`config.mk`:
```
export PLATFORM = sky130hd
export DESIGN_NAME = keypad_scanner_flat
export DESIGN_NICKNAME = d
export VERILOG_FILES = /design/src/rtl/keypad_scanner_if.sv /design/src/rtl/keypad_scanner.sv /design/src/flat_wrapper.sv
export SDC_FILE = /design/constraint.sdc
export NUM_CORES = 1
export LEC_CHECK = 0
export CORE_UTILIZATION = 50
export DETAILED_ROUTE_END_ITERATION = 8
export DONT_BUFFER_PORTS = 1
export GPL_TIMING_DRIVEN = 0
export PLACE_DENSITY = 0.74
export SETUP_SLACK_MARGIN = 0.02
export SYNTH_ARGS = -nofsm -noshare
export SYNTH_HDL_FRONTEND = slang
export SYNTH_SLANG_ARGS = --single-unit
```
`constraint.sdc`:
```
create_clock -name int_osc -period 2 [get_ports int_osc]
set_input_delay 0.4 -clock int_osc [delete_from_list [all_inputs] [get_ports int_osc]]
set_output_delay 0.4 -clock int_osc [all_outputs]
set_load 0.005 [all_outputs]
```
`src/rtl/keypad_scanner_if.sv`:
```
// Keypad matrix pins: row drive out to the pad, column sense back, plus the decoded key code.
// The master side is the scanner; the slave side is the keypad/consumer.
interface keypad_scanner_if;
    logic [3:0] col_in;
    logic [3:0] row_out;
    logic [7:0] key_val;

    modport master (
        input  col_in,
        output row_out,
        output key_val
    );

    modport slave (
        output col_in,
        input  row_out,
        input  key_val
    );
endinterface

```
`src/rtl/keypad_scanner.sv`:
```
// 4x4 keypad scanner: one-hot row drive, two-flop column synchroniser, registered one-hot {row,col} code.
// Latency: column change reaches key_val after 3 edges while holding; no backpressure, no debounce.
module keypad_scanner #(
    parameter int SCAN_DIV = 48000,
    parameter int CNT_W    = 16
) (
    input  logic               int_osc,
    input  logic               reset,
    keypad_scanner_if.master   kp
);

    typedef enum logic {
        SCAN = 1'b0,
        HOLD = 1'b1
    } state_t;

    localparam logic [CNT_W-1:0] CNT_LAST = CNT_W'(SCAN_DIV - 1);

    state_t           state_q;
    logic [CNT_W-1:0] cnt_q;
    logic [3:0]       row_q;
    logic [7:0]       key_q;
    logic [3:0]       c_meta_q;
    logic [3:0]       c_sync_q;

    logic [3:0]       pri_col_d;
    logic [3:0]       row_rot_d;
    logic             col_hit_d;

    // Isolate the lowest set column so the col field is never multi-hot.
    always_comb begin
        pri_col_d = c_sync_q & (~c_sync_q + 4'd1);
        row_rot_d = {row_q[2:0], row_q[3]};
        col_hit_d = (c_sync_q != 4'd0);
    end

    always_ff @(posedge int_osc or posedge reset) begin
        if (reset) begin
            state_q  <= SCAN;
            cnt_q    <= '0;
            row_q    <= 4'b0001;
            key_q    <= 8'h00;
            c_meta_q <= 4'd0;
            c_sync_q <= 4'd0;
        end else begin
            c_meta_q <= kp.col_in;
            c_sync_q <= c_meta_q;

            case (state_q)
                SCAN: begin
                    key_q <= 8'h00;
                    // Sampling only at the end of the dwell lets the new row settle through both sync flops.
                    if (cnt_q == CNT_LAST) begin
                        cnt_q <= '0;
                        if (col_hit_d) begin
                            state_q <= HOLD;
                            key_q   <= {row_q, pri_col_d};
                        end else begin
                            row_q <= row_rot_d;
                        end
                    end else begin
                        cnt_q <= cnt_q + CNT_W'(1);
                    end
                end

                HOLD: begin
                    cnt_q <= '0;
                    if (col_hit_d) begin
                        key_q <= {row_q, pri_col_d};
                    end else begin
                        key_q   <= 8'h00;
                        row_q   <= row_rot_d;
                        state_q <= SCAN;
                    end
                end

                default: begin
                    state_q <= SCAN;
                    cnt_q   <= '0;
                    key_q   <= 8'h00;
                end
            endcase
        end
    end

    assign kp.row_out = row_q;
    assign kp.key_val = key_q;

endmodule

```
`src/flat_wrapper.sv`:
```
// flat-port wrapper written by rule: the top's interface ports become plain ports
module keypad_scanner_flat 
#(
    parameter int SCAN_DIV = 48000,
    parameter int CNT_W    = 16
)
  (int_osc, reset, kp_col_in, kp_row_out, kp_key_val);
  keypad_scanner_if kp_i ();
  input  logic int_osc;
  input  logic reset;
  input wire logic [$bits(kp_i.col_in)-1:0] kp_col_in;
  output wire logic [$bits(kp_i.row_out)-1:0] kp_row_out;
  output wire logic [$bits(kp_i.key_val)-1:0] kp_key_val;
  assign kp_i.col_in = kp_col_in;
  assign kp_row_out = kp_i.row_out;
  assign kp_key_val = kp_i.key_val;
  keypad_scanner #(.SCAN_DIV(SCAN_DIV), .CNT_W(CNT_W)) u_core (.int_osc(int_osc), .reset(reset), .kp(kp_i));
endmodule
```
======== Word-level counts from Yosys, hierarchy flattened ========
Index checks and enable logic that the tools add are counted.
storage, ports and cells
  logic and storage cells ................. 25
  input port bits ......................... 6
  output and inout bits ................... 12
  flip-flop bits (word level) ............. 37
cells by class
  add/sub/neg operators ................... 2
  reductions and logical operators ........ 1
  equality and inequality tests ........... 2
  bitwise operators ....................... 3
  mux-type cells .......................... 11
operators with widths
  kind                                                                     count
  16-bit one-hot mux with 2 select lines                                   1
  16-bit by 1-bit adder with 16-bit output, second input constant          1
  16-bit equality test, second input constant                              1
  16-bit 2-to-1 mux                                                        1
  8-bit 2-to-1 mux                                                         2
  8-bit one-hot mux with 2 select lines                                    1
  4-bit 2-to-1 mux                                                         2
  4-bit one-hot mux with 2 select lines                                    1
  4-bit by 1-bit adder with 4-bit output, second input constant            1
  4-bit bitwise AND                                                        1
  4-bit inverter                                                           1
  4-bit nonzero test                                                       1
  1-bit 2-to-1 mux                                                         2
  2-bit by 1-bit inequality test with 1-bit output, second input constant  1
  1-bit one-hot mux with 2 select lines                                    1
  1-bit inverter                                                           1

======== Longest topological paths before layout ========
Gate-level depths: netlist of the first run.
  depth in word-level cells ............... 6
  mapped depth ............................ 6
  depth with buffers taken out ............ 5

======== Worst setup path before layout of the first run ========
No wires, ideal clock.
  path kind ............................... register -> register
  start ................................... register u_core.cnt_q[7]
  end ..................................... register u_core.row_q[1], in the netlist u_core.kp.row_out[1]
  path slack .............................. 0.173 ns
  buffers on the path ..................... 0
  period minus slack after synthesis ...... 1.827 ns
  setup time .............................. 0.127 ns
  cell stages (with the launch flop) ...... 5
  required time ........................... 1.873 ns
  arrival time ............................ 1.700 ns
  path through ............................ dfrtp_1 or4b_4 o41ai_4 nand2_2 mux2_1
on the way
  word-level cells in the longest chain between the ends .. 2
ends and longest elaborated chain
  element                                                     RTL line              RTL
  from (decl)                                                 keypad_scanner.sv:20  logic [CNT_W-1:0] cnt_q;
  from (signal assigned)                                      keypad_scanner.sv:62  cnt_q <= cnt_q + CNT_W'(1);
  16-bit equality test                                        keypad_scanner.sv:53  if (cnt_q == CNT_LAST) begin
  2-bit by 1-bit inequality test with 1-bit output (no line)  n/a
  to (signal assigned)                                        keypad_scanner.sv:59  row_q <= row_rot_d;
  to (signal assigned)                                        keypad_scanner.sv:72  row_q <= row_rot_d;
  to (decl)                                                   keypad_scanner.sv:21  logic [3:0] row_q;
Every way passes these cells.
A chain may end at the register's enable or synchronous reset.

======== Worst setup path after layout of the first run ========
  start ................................... register u_core.cnt_q[7]
  end ..................................... register u_core.row_q[3], in the netlist u_core.kp.row_out[3]
Same word-level chain as after synthesis.

==> key figures, run 1 <==
Run status
  • Status: complete, no violations

Synthesis
  • Most used DFF post-synth: dfrtp_1
  • Synth unique cells: 30
  • Number of synthesized register bits: 37
  • Post-Syn Area: ~1500 um2
  • Synth Instances: 121
  • Syn Area/Cell: ~12 um2
  • Yosys warns: 0
  • Area fraction of the dominant cell type after synthesis: 61.6%
  • Area leader, netlist: dfrtp_1
  • Post-synthesis sequential area ratio: 63.4%
  • Asr flop ratio synth: 100%
  • Synth top area cells: dfrtp_1, xnor2_1, nor2_1
  • EDFF count, synth: 0
  • Post-Syn Nets: around 130

Clock tree
  • CTS H-tree depth: 2
  • Clk buf depth: 2
  • Post-CTS Setup Inserts: 0
  • CTS clk-pin slew, worst paths: 100 ps
  • CTS buffer count: 5
  • Root buffer cell: clkbuf_4
  • CTS Hold Bufs: 0
  • CTS tree: done
  • Skew-Pair Late Insertion Delay: ~330 ps
  • Clock sink count: 37

Timing
  • Max Clock Skew: ~5.5 ps
  • Final hold slack: ~54 ps
  • Hold Fails Final Rpt: 0
  • Final worst-path cycle share: 94.4%
  • Final setup violating endpoints: 0
  • F_max: 529 MHz
  • Fin crit period: 1890 ps
  • RSZ-0062 raised after global routing: no
  • Sum Neg Setup Slack: 0 ps
  • Worst rel slew slack: roughly 53%
  • Slew @ Worst Pin: roughly 700 ps
  • Max Slew Vio Count: 0

Floorplanning
  • Chip Height: between 50 and 60 um
  • # IOs: 18
  • Core ar.: about 2800 um2
  • FP Rows: 19
  • Die width: 56.1 um
  • Full die area: ~3100 um2
  • Initial Util: 53.0%

Place
  • GPL Wtd Cong: around 0.8
  • Number of port buffers: 0
  • Post-DP HPWL: around 1600 um

Layout
  • Fillcell total: 238
  • Area Overhead vs Synth: 7.36%
  • Final net count: ~140
  • Ant. Diodes: 0
  • Reg area: 927 um2
  • Multi-input logic area: around 500 um2
  • Layout cell share with drive strength beyond 1: around 11%

Routing
  • WL final: between 2000 and 2500 um
  • Remaining antenna violation count: 0
  • Pre-antenna DRT Iters: 4
  • DRC violations left: 0
  • Average routed wire per standard cell: approximately 13 um
  • Vias per cell: 5.58
  • DR iter-0 viols: 16
  • Vias after detailed routing: around 900

Power
  • Total power: roughly 1200 uW
  • P per Cell Area: 743 nW/um2
  • Leak pwr: 0.000736 uW
  • Max VDD drop: about 0.00086 V

Critical path
  • Top fanout value on the critical path: 5
  • CP required: 2220 ps
  • Kind of critical path: reg2reg
  • Critical R2R Launch: u_core.cnt_q[7]$_DFF_PP0_
  • CP Capture Type: flop
  • Reg2Reg Capture Point: u_core.kp.row_out[3]$_DFFE_PP0P_
  • Crit path arrival time: 2110 ps
  • Flop2flop setup slack: between 100 and 150 ps
  • Setup crit start kind: flop
  • Register-to-Register Path Depth: 4

GRT
  • Initial antenna violation count: 0
  • Overall Global Routing Usage: 17.4%
  • Largest net degree at the start of global routing: 38
  • Congestion Overflow GR: 0
  • Vias in the first global route: 930
  • First-pass GRT wire length: 4080 um

Hold path
  • HP Class: in2async

Job
  • MaxCap Viol Count: 0
## power breakdown
group	switching (uW)	total, uW	internal, uW
registers	3.66	760	756
logic	13.5	14.8	1.29
clock network	221	393	172
## per-stage QoR
stage          cell area (um2)  cells  utilization, %  setup slack [ps]
6_report                  1570    160            56.9               111
5_1_grt                   1570    160            56.9              38.9
4_1_cts                   1570    160            56.8              45.0
3_5_place_dp              1500    152            54.4              3.80
3_3_place_gp              1500    152            54.4              40.7
2_1_floorplan             1460    121               -               173
## per-layer routing
| layer | global-route usage, % | wire length [um] | part of all wire, % | up-vias |
|---|---|---|---|---|
| met3 | 6.51 | 101 | 4.8 | 6 |
| met5 | 0 | 0 | 0 | - |
| met2 | 28.4 | 1070 | 51 | 20 |
| met4 | 6.27 | 44 | 2.1 | 0 |
| li1 | - | - | - | 425 |
| met1 | 21.1 | 887 | 42 | 441 |
## cells in the mapped netlist (4+ instances only)
cell / number
xnor2_1: 7
nand3_1: 7
and2_1: 5
a21oi_1: 4
nor3_1: 4
inv_1: 5
mux2_1: 4
nor2_1: 13
dfrtp_1: 36
nand4_1: 4
## how the worst max path moves through the flow
| stage | to | slack (ps) | from | cells past startpoint |
|---|---|---|---|---|
| detailed placement | u_core.cnt_q[12]$_DFF_PP0_ | 4 | u_core.cnt_q[7]$_DFF_PP0_ | 5 |
| global placement | u_core.cnt_q[13]$_DFF_PP0_ | 40 | u_core.cnt_q[7]$_DFF_PP0_ | 5 |
| finish | u_core.kp.row_out[3]$_DFFE_PP0P_ | 110 | u_core.cnt_q[7]$_DFF_PP0_ | 4 |
| CTS | u_core.cnt_q[6]$_DFF_PP0_ | 40 | u_core.cnt_q[7]$_DFF_PP0_ | 5 |
| global route | u_core.kp.row_out[2]$_DFFE_PP0P_ | 40 | u_core.cnt_q[0]$_DFF_PP0_ | 5 |
| floorplan | u_core.kp.row_out[1]$_DFFE_PP0P_ | 170 | u_core.cnt_q[7]$_DFF_PP0_ | 4 |
## area by class of cell
cell class,instances,share of cell area [%]
Clock buffer,7,3.51
Multi-Input combinational cell,75,31.6
Tap cell,31,2.47
Sequential cell,37,59.0
Clock inverter,1,0.478
Buffer,4,1.67
Inverter,5,1.20
## critical path: stages (launching register included)
cell and delay, ps:
dfrtp_1 430, or4b_4 570, o41ai_4 310, nand2_2 140, mux2_1 330
## logic make-up (layout without fill, tap and decap cells)
logic type	after synthesis	in the layout	synth area share [%]
flip-flops	37	37	63.4
AND/OR/NAND/NOR	51	51	19.2
adder cells (fa/ha/maj)	1	1	0.855
AO/OA/AOI/OAI	9	9	4.79
XOR/XNOR	10	10	5.99
multiplexers	4	4	3.08
buffers and inverters	9	17	2.65
## flip-flops by register name, indices dropped and copies added (netlist names)
register and flops:
u_core.kp.row_out 4, u_core.cnt_q 16, u_core.kp.key_val 8, u_core.c_sync_q 4
u_core.state_q 1, u_core.c_meta_q 4
## timing repair
item	4_1_cts	5_1_grt
endpoints found under the setup margin	10	13
gates resized for setup	1	1
pin swaps	0	1
## layout by cell type (no fill, tap or decap), types with 4 or more instances in the layout
cell type and n:
dfrtp_1 36, nor2_1 13, nand3_1 7, xnor2_1 7, and2_1 5, clkbuf_4 5, nand4_1 4, inv_1 4
nor3_1 4, a21oi_1 4, mux2_1 4
Note: power is estimated with default switching activity, not from simulation.
==> inputs of run 2 (changes only) <==
--- a/config.mk
+++ b/config.mk
@@ -5,6 +5,7 @@
 export SDC_FILE = /design/constraint.sdc
 export NUM_CORES = 1
 export LEC_CHECK = 0
+export CORE_MARGIN = 10
 export CORE_UTILIZATION = 50
 export DETAILED_ROUTE_END_ITERATION = 8
 export DONT_BUFFER_PORTS = 1
==> constraint.sdc (replaced) <==
create_clock -name int_osc -period 2 [get_ports int_osc]
set_input_delay 0 -clock int_osc [delete_from_list [all_inputs] [get_ports int_osc]]
set_output_delay 0 -clock int_osc [all_outputs]
set_load 0.005 [all_outputs]
==> run 2 against run 1 <==
First-iteration DRC count is 75% higher. Critical path depth stayed put. Clock power is 57% higher. Sequential share of layout area is 5.0 points lower. Sequential power hardly changed. Critical endpoint unchanged. Cell area is 9.3% higher. Final cell count is 6.3% higher. Core utilization is 4.8 points higher. Die area is 74% higher. Maximum frequency is 0.50% lower. Largest cell class unchanged.
==> key figures, run 2 (same netlist as run 1, synthesis figures left out) <==
Place
  • GPL Wtd Cong: 0.794 (-1.0%)
  • Number of port buffers: 0 (unchanged)
  • Post-DP HPWL: 1640 um (+5.4%)

Clock tree
  • Skew-Pair Late Insertion Delay: 330 ps (about the same)
  • CTS tree: done
  • Clock sink count: 37 (unchanged)
  • CTS H-tree depth: 2 (unchanged)
  • Clk buf depth: 2 (unchanged)
  • Root buffer cell: clkbuf_4
  • CTS buffer count: 5 (unchanged)
  • CTS clk-pin slew, worst paths: 110 ps (about the same)

Layout
  • Final net count: 145 (+7.4%)
  • Area Overhead vs Synth: 17.4%
  • Fillcell total: 197 (-17%)
  • Max reg flops: 16 (unchanged)
  • Largest Register: u_core.cnt_q
  • Layout cell share with drive strength beyond 1: 14.4% (+3.5 points)
  • Ant. Diodes: 0 (unchanged)
  • Most common cell after layout, fill and taps aside: dfrtp_1
  • Most frequent cells in the layout: dfrtp_1, nor2_1, nand3_1, xnor2_1, buf_4

Critical path
  • Worst path max stage delay: 550 ps (-20 ps)
  • CP Capture Type: flop
  • Setup crit start kind: flop
  • CP Cell Sequence: or4b_4 > o41ai_4 > nand2_2 > mux2_1
  • Register-to-Register Path Depth: 4 (unchanged)
  • Reg2Reg Capture Point: u_core.kp.row_out[3]$_DFFE_PP0P_
  • Crit-path slowest cell: or4b_4
  • Critical R2R Launch: u_core.cnt_q[7]$_DFF_PP0_
  • CP required: 2210 ps (about the same)
  • Kind of critical path: reg2reg
  • Top fanout value on the critical path: 4 (-1)
  • Crit path arrival time: 2110 ps (about the same)
  • Flop2flop setup slack: 100 ps (about the same)

Timing
  • Worst rel slew slack: 49.3% (-3.5 points)
  • RSZ-0062 raised after global routing: yes
  • Final setup violating endpoints: 0 (unchanged)
  • Max Clock Skew: 7.40 ps (+1.89 ps)
  • F_max: 527 MHz (-0.50%)
  • Fin crit period: 1900 ps (+9.53 ps)
  • Sum Neg Setup Slack: 0 ps (unchanged)
  • Slew @ Worst Pin: 756 ps (+48.8 ps)
  • Final worst-path cycle share: 94.9% (+0.48 points)
  • Max Slew Vio Count: 0 (unchanged)
  • Hold Fails Final Rpt: 0 (unchanged)

Floorplanning
  • FP Rows: 19 (unchanged)
  • Chip Height: 74.1 um (+32%)
  • Full die area: 5490 um2 (+74%)
  • Core ar.: 2780 um2 (+0.86%)
  • # IOs: 18 (unchanged)
  • Initial Util: 52.6% (-0.45 points)
  • Die width: 74.1 um (+32%)

Power
  • P per Cell Area: 820 nW/um2 (+10%)
  • Total power: 1410 uW (+21%)
  • Leak pwr: 0.000810 uW (+10%)
  • Max VDD drop: 0.000840 V (-2.2%)

Routing
  • Remaining antenna violation count: 0 (unchanged)
  • WL final: 2610 um (+24%)
  • Vias after detailed routing: 930 (+4.3%)
  • DRC violations left: 0 (unchanged)
  • Vias per cell: 5.47 (-1.9%)
  • Pre-antenna DRT Iters: 4 (unchanged)
  • Average routed wire per standard cell: 15.3 um (+17%)
  • DR iter-0 viols: 28 (+12)

Hold path
  • HP Class: in2async

Job
  • MaxCap Viol Count: 0 (unchanged)

GRT
  • Vias in the first global route: 934 (+0.43%)
  • First-pass GRT wire length: 4260 um (+4.4%)
  • Overall Global Routing Usage: 10.1% (-7.2 points)
  • Initial antenna violation count: 0 (unchanged)
  • Largest net degree at the start of global routing: 38 (unchanged)
  • Congestion Overflow GR: 0 (unchanged)

Run status
  • Status: complete, no violations
## run 2: cell count changes in the layout (fill, tap and decap cells not counted), sizes merged
| cell | before | now |
|---|---|---|
| buf | 2 | 7 |
| bufinv | 0 | 2 |
| clkbuf | 9 | 7 |
| clkinv | 0 | 2 |
| clkinvlp | 1 | 0 |
| dlygate4sd3 | 0 | 5 |
| inv | 5 | 4 |
## run 2: layer usage
metal	wire [um]	GRT usage [%]	vias up	share of wire, %
met3	176	4.79	2	6.7
li1	-	-	448	-
met2	1490	17.7	27	57
met5	0	0	-	0
met1	926	10.0	453	36
met4	14	4.35	0	0.54
## run 2: what timing repair did
item                                    in CTS  in global routing
endpoints found under the setup margin      10                 14
pin swaps                                    0                  1
resized for setup                            1                  1
setup buffers                                0                  4
hold buffers                                 5                  0
endpoints found under the hold margin       40                  0
## run 2: worst max-delay path by stage
stage	startpoint	endpoint	slack [ps]	depth (start not counted)
after CTS	u_core.cnt_q[7]$_DFF_PP0_	u_core.kp.row_out[3]$_DFFE_PP0P_	20	4
after floorplan	u_core.cnt_q[7]$_DFF_PP0_	u_core.kp.row_out[1]$_DFFE_PP0P_	170	4
final	u_core.cnt_q[7]$_DFF_PP0_	u_core.kp.row_out[3]$_DFFE_PP0P_	100	4
after detailed placement	u_core.cnt_q[7]$_DFF_PP0_	u_core.cnt_q[14]$_DFF_PP0_	8	5
after global routing	u_core.cnt_q[7]$_DFF_PP0_	u_core.kp.row_out[2]$_DFFE_PP0P_	20	4
after global placement	u_core.cnt_q[7]$_DFF_PP0_	u_core.cnt_q[11]$_DFF_PP0_	40	5
## run 2: area by class of cell
cell class                      instances  area, um2  share of cell area (%)
Buffer                                  4       22.5                    1.31
Clock buffer                            5       37.5                    2.19
Clock inverter                          3       65.1                    3.79
Inverter                                5       18.8                    1.09
Multi-Input combinational cell         75        499                    29.1
Sequential cell                        37        927                    54.0
Tap cell                               31       38.8                    2.26
Timing Repair Buffer                   10        108                    6.27
## run 2: per-stage QoR
step | worst slack, ps | util, % | cell area [um2] | hold slack (ps) | std cells
final | 102 | 61.7 | 1720 | 157 | 170
after global routing | 15.5 | 61.7 | 1720 | 173 | 170
after CTS | 16.5 | 59.6 | 1660 | 207 | 165
after detailed placement | 8.48 | 54.0 | 1500 | 31.5 | 152
after global placement | 37.9 | 54.0 | 1500 | 31.5 | 152
after floorplan | 173 | - | 1460 | 31.4 | 121
## run 2: power breakdown
part	total (uW)	switching, uW	leakage [uW]	internal [uW]
sequential	761	4.93	0.000480	756
clock	617	230	0.0000552	387
combinational	30.0	16.8	0.000275	13.1
## run 2: critical path: cells and delay by family (launching register included)
family	cells	cell delay, ps
simple gates	2	710
compound gates	1	300
mux	1	350
flops	1	410
==> inputs of run 3 (changes only) <==
--- a/config.mk
+++ b/config.mk
@@ -10,7 +10,7 @@
 export DETAILED_ROUTE_END_ITERATION = 8
 export DONT_BUFFER_PORTS = 1
 export GPL_TIMING_DRIVEN = 0
-export PLACE_DENSITY = 0.74
+export PLACE_DENSITY = 0.77
 export SETUP_SLACK_MARGIN = 0.02
 export SYNTH_ARGS = -nofsm -noshare
 export SYNTH_HDL_FRONTEND = slang
==> constraint.sdc (replaced) <==
create_clock -name int_osc -period 1.7 [get_ports int_osc]
set_input_delay 0 -clock int_osc [delete_from_list [all_inputs] [get_ports int_osc]]
set_output_delay 0 -clock int_osc [all_outputs]
set_load 0.005 [all_outputs]
==> run 3 against run 2 <==
The run now ends with negative setup slack left. Global-route usage rose by 1.0 points. Critical endpoint is now u_core.kp.key_val[2]$_DFF_PP0_. Largest cell class unchanged. Core utilization up 4.9 points. Worst setup slack worse by 260 ps. Critical path depth rose by 2. Maximum frequency increased by 2.3%. Highest routed layer unchanged.
==> key figures, run 3 (same netlist as run 1, synthesis figures left out) <==
Clock tree
  • Skew-Pair Late Insertion Delay: 340 ps (about the same)
  • CTS buffer count: 5 (unchanged)
  • Clk buf depth: 2 (unchanged)
  • CTS H-tree depth: 2 (unchanged)
  • CTS tree: done
  • Clock sink count: 37 (unchanged)
  • Root buffer cell: clkbuf_4
  • CTS clk-pin slew, worst paths: 100 ps (about the same)

Run status
  • Failing checks: negative setup slack
  • Status: finished, violations left

Timing
  • RSZ-0062 raised after global routing: yes
  • Worst rel slew slack: 58.2% (+8.9 points)
  • Max Slew Vio Count: 0 (unchanged)
  • Hold Fails Final Rpt: 0 (unchanged)
  • Max Clock Skew: 8.36 ps (+0.957 ps)
  • F_max: 539 MHz (+2.3%)
  • Fin crit period: 1860 ps (-43.1 ps)
  • Final worst-path cycle share: 109% (+14 points)
  • Final setup violating endpoints: 23 (+23)
  • Sum Neg Setup Slack: -2840 ps (-2840 ps)
  • Final WS setup: -155 ps (-257 ps)
  • Slew @ Worst Pin: 626 ps (-130 ps)

Place
  • Post-DP HPWL: 1790 um (+9.3%)
  • Post-Place Setup Slack: -197 ps (-205 ps)
  • Number of port buffers: 0 (unchanged)
  • Placed Area: 1500 um2 (unchanged)
  • GPL Wtd Cong: 0.825 (+3.9%)

Floorplanning
  • Chip Height: 74.1 um (unchanged)
  • # IOs: 18 (unchanged)
  • Full die area: 5490 um2 (unchanged)
  • Initial Util: 52.6% (unchanged)
  • Core ar.: 2780 um2 (unchanged)
  • FP Rows: 19 (unchanged)
  • Die width: 74.1 um (unchanged)

Layout
  • Fillcell total: 164 (-17%)
  • Area Overhead vs Synth: 26.8%
  • Layout cell share with drive strength beyond 1: 29.4% (+15 points)
  • Reg area: 927 um2 (unchanged)
  • Multi-input logic area: 577 um2 (+16%)
  • Most frequent cells in the layout: dfrtp_1, nand3_1, xnor2_1, nor2_2
  • Max reg flops: 16 (unchanged)
  • Ant. Diodes: 0 (unchanged)
  • Largest Register: u_core.cnt_q
  • Final net count: 149 (+2.8%)
  • Most common cell after layout, fill and taps aside: dfrtp_1
  • Fin area: 1850 um2 (+8.0%)

Critical path
  • Kind of critical path: reg2reg
  • CP Capture Type: flop
  • Setup crit start kind: flop
  • Crit path arrival time: 2150 ps (+40 ps)
  • Top fanout value on the critical path: 7 (+3)
  • CP required: 1990 ps (-220 ps)

GRT
  • Congestion Overflow GR: 0 (unchanged)
  • First-pass GRT wire length: 4690 um (+10%)
  • Largest net degree at the start of global routing: 38 (unchanged)
  • Overall Global Routing Usage: 11.1% (+1.0 points)
  • Vias in the first global route: 1038 (+11%)
  • Initial antenna violation count: 0 (unchanged)

Routing
  • Average routed wire per standard cell: 17.9 um (+16%)
  • DRC violations left: 0 (unchanged)
  • Pre-antenna DRT Iters: 4 (unchanged)
  • WL final: 3110 um (+19%)
  • DR iter-0 viols: 62 (+120%)
  • Vias after detailed routing: 1014 (+9.0%)
  • Vias per cell: 5.83 (+6.5%)
  • Remaining antenna violation count: 0 (unchanged)

Hold path
  • HP Class: in2async

Power
  • Max VDD drop: 0.000935 V (+11%)
  • Clock power frac: 40.0% (-3.8 points)
  • Internal: 1260 uW (+8.6%)
  • Leak pwr: 0.000836 uW (+3.2%)
  • P per Cell Area: 835 nW/um2 (+1.9%)
  • Gate power share: 2.3% (+0.2 points)
  • Psw: 293 uW (+17%)
  • Part of the power in registers: 57.7% (+3.6 points)
  • Sw Share: 18.9% (+1.1 points)

Job
  • MaxCap Viol Count: 0 (unchanged)
run 3: cell count changes in the layout (fill, tap and decap cells not counted), moves of 3 or more:
cell,change
a21oi_1,-4
a21oi_2,+4
buf_6,+3
nor2_1,-11
nor2_2,+6
nor2_4,+5
run 3: through the flow:
step / total power [uW] / cells / hold slack (ps) / util, %
finish: 1550 / 174 / 159 / 66.7
global route: 1600 / 174 / 188 / 66.7
CTS: 1550 / 170 / 204 / 61.2
detailed placement: 930 / 152 / 31.5 / 54.0
global placement: 929 / 152 / 31.5 / 54.0
floorplan: 924 / 121 / 31.4 / -
run 3: routing by layer:
| layer | part of all wire [%] | up-vias | GRT usage, % |
|---|---|---|---|
| li1 | - | 456 | - |
| met1 | 37 | 516 | 10.9 |
| met2 | 54 | 33 | 19.4 |
| met3 | 7.1 | 9 | 5.45 |
| met4 | 2.3 | 0 | 4.97 |
| met5 | 0 | - | 0 |
run 3: final cells by class:
type                    instances  area share, %
multi-input cells              75           31.1
well taps                      31           2.09
flip-flops and latches         37           50.0
repair buffers                 16           10.2
clock inverters                 1           1.62
plain buffers                   2           1.01
inverters                       5           1.01
clock buffers                   7           2.97
run 3: final timing paths:
kind                                              startpoint                              to  slack [ps]  cells past startpoint
worst max-delay path              u_core.cnt_q[14]$_DFF_PP0_  u_core.kp.key_val[2]$_DFF_PP0_        -160                      6
worst min-delay path                                   reset        u_core.state_q$_DFF_PP0_         160                      2
worst max register to register    u_core.cnt_q[14]$_DFF_PP0_  u_core.kp.key_val[2]$_DFF_PP0_        -160                      6
worst min register to register  u_core.c_meta_q[3]$_DFF_PP0_    u_core.c_sync_q[3]$_DFF_PP0_         360                      0
max in group asynchronous                              reset    u_core.c_sync_q[1]$_DFF_PP0_        1010                      3
min in group int_osc                            kp_col_in[3]    u_core.c_meta_q[3]$_DFF_PP0_         210                      1
run 3: repair_timing:
item / in CTS / in global routing
endpoints found under the setup margin: 24 / 27
hold buffers: 5 / 0
cloned: 0 / 1
gates resized for setup: 7 / 26
pin swaps: 1 / 6
buffers inserted: 6 / 3
endpoints found under the hold margin: 40 / 0
run 3: critical path, stage by stage, from the launching register on:
cell,delay [ps]
dfrtp_1,410
or4b_4,560
o41ai_4,280
buf_4,180
buf_8,130
buf_6,110
and3_1,140
run 3: power groups by stage:
stage	Sequential (uW)	Clock, uW	Combinational (uW)
floorplan	910	0	14.8
global placement	911	0	17.9
detailed placement	911	0	18.5
CTS	894	628	27.3
global route	895	667	38.6
finish	894	619	35.3
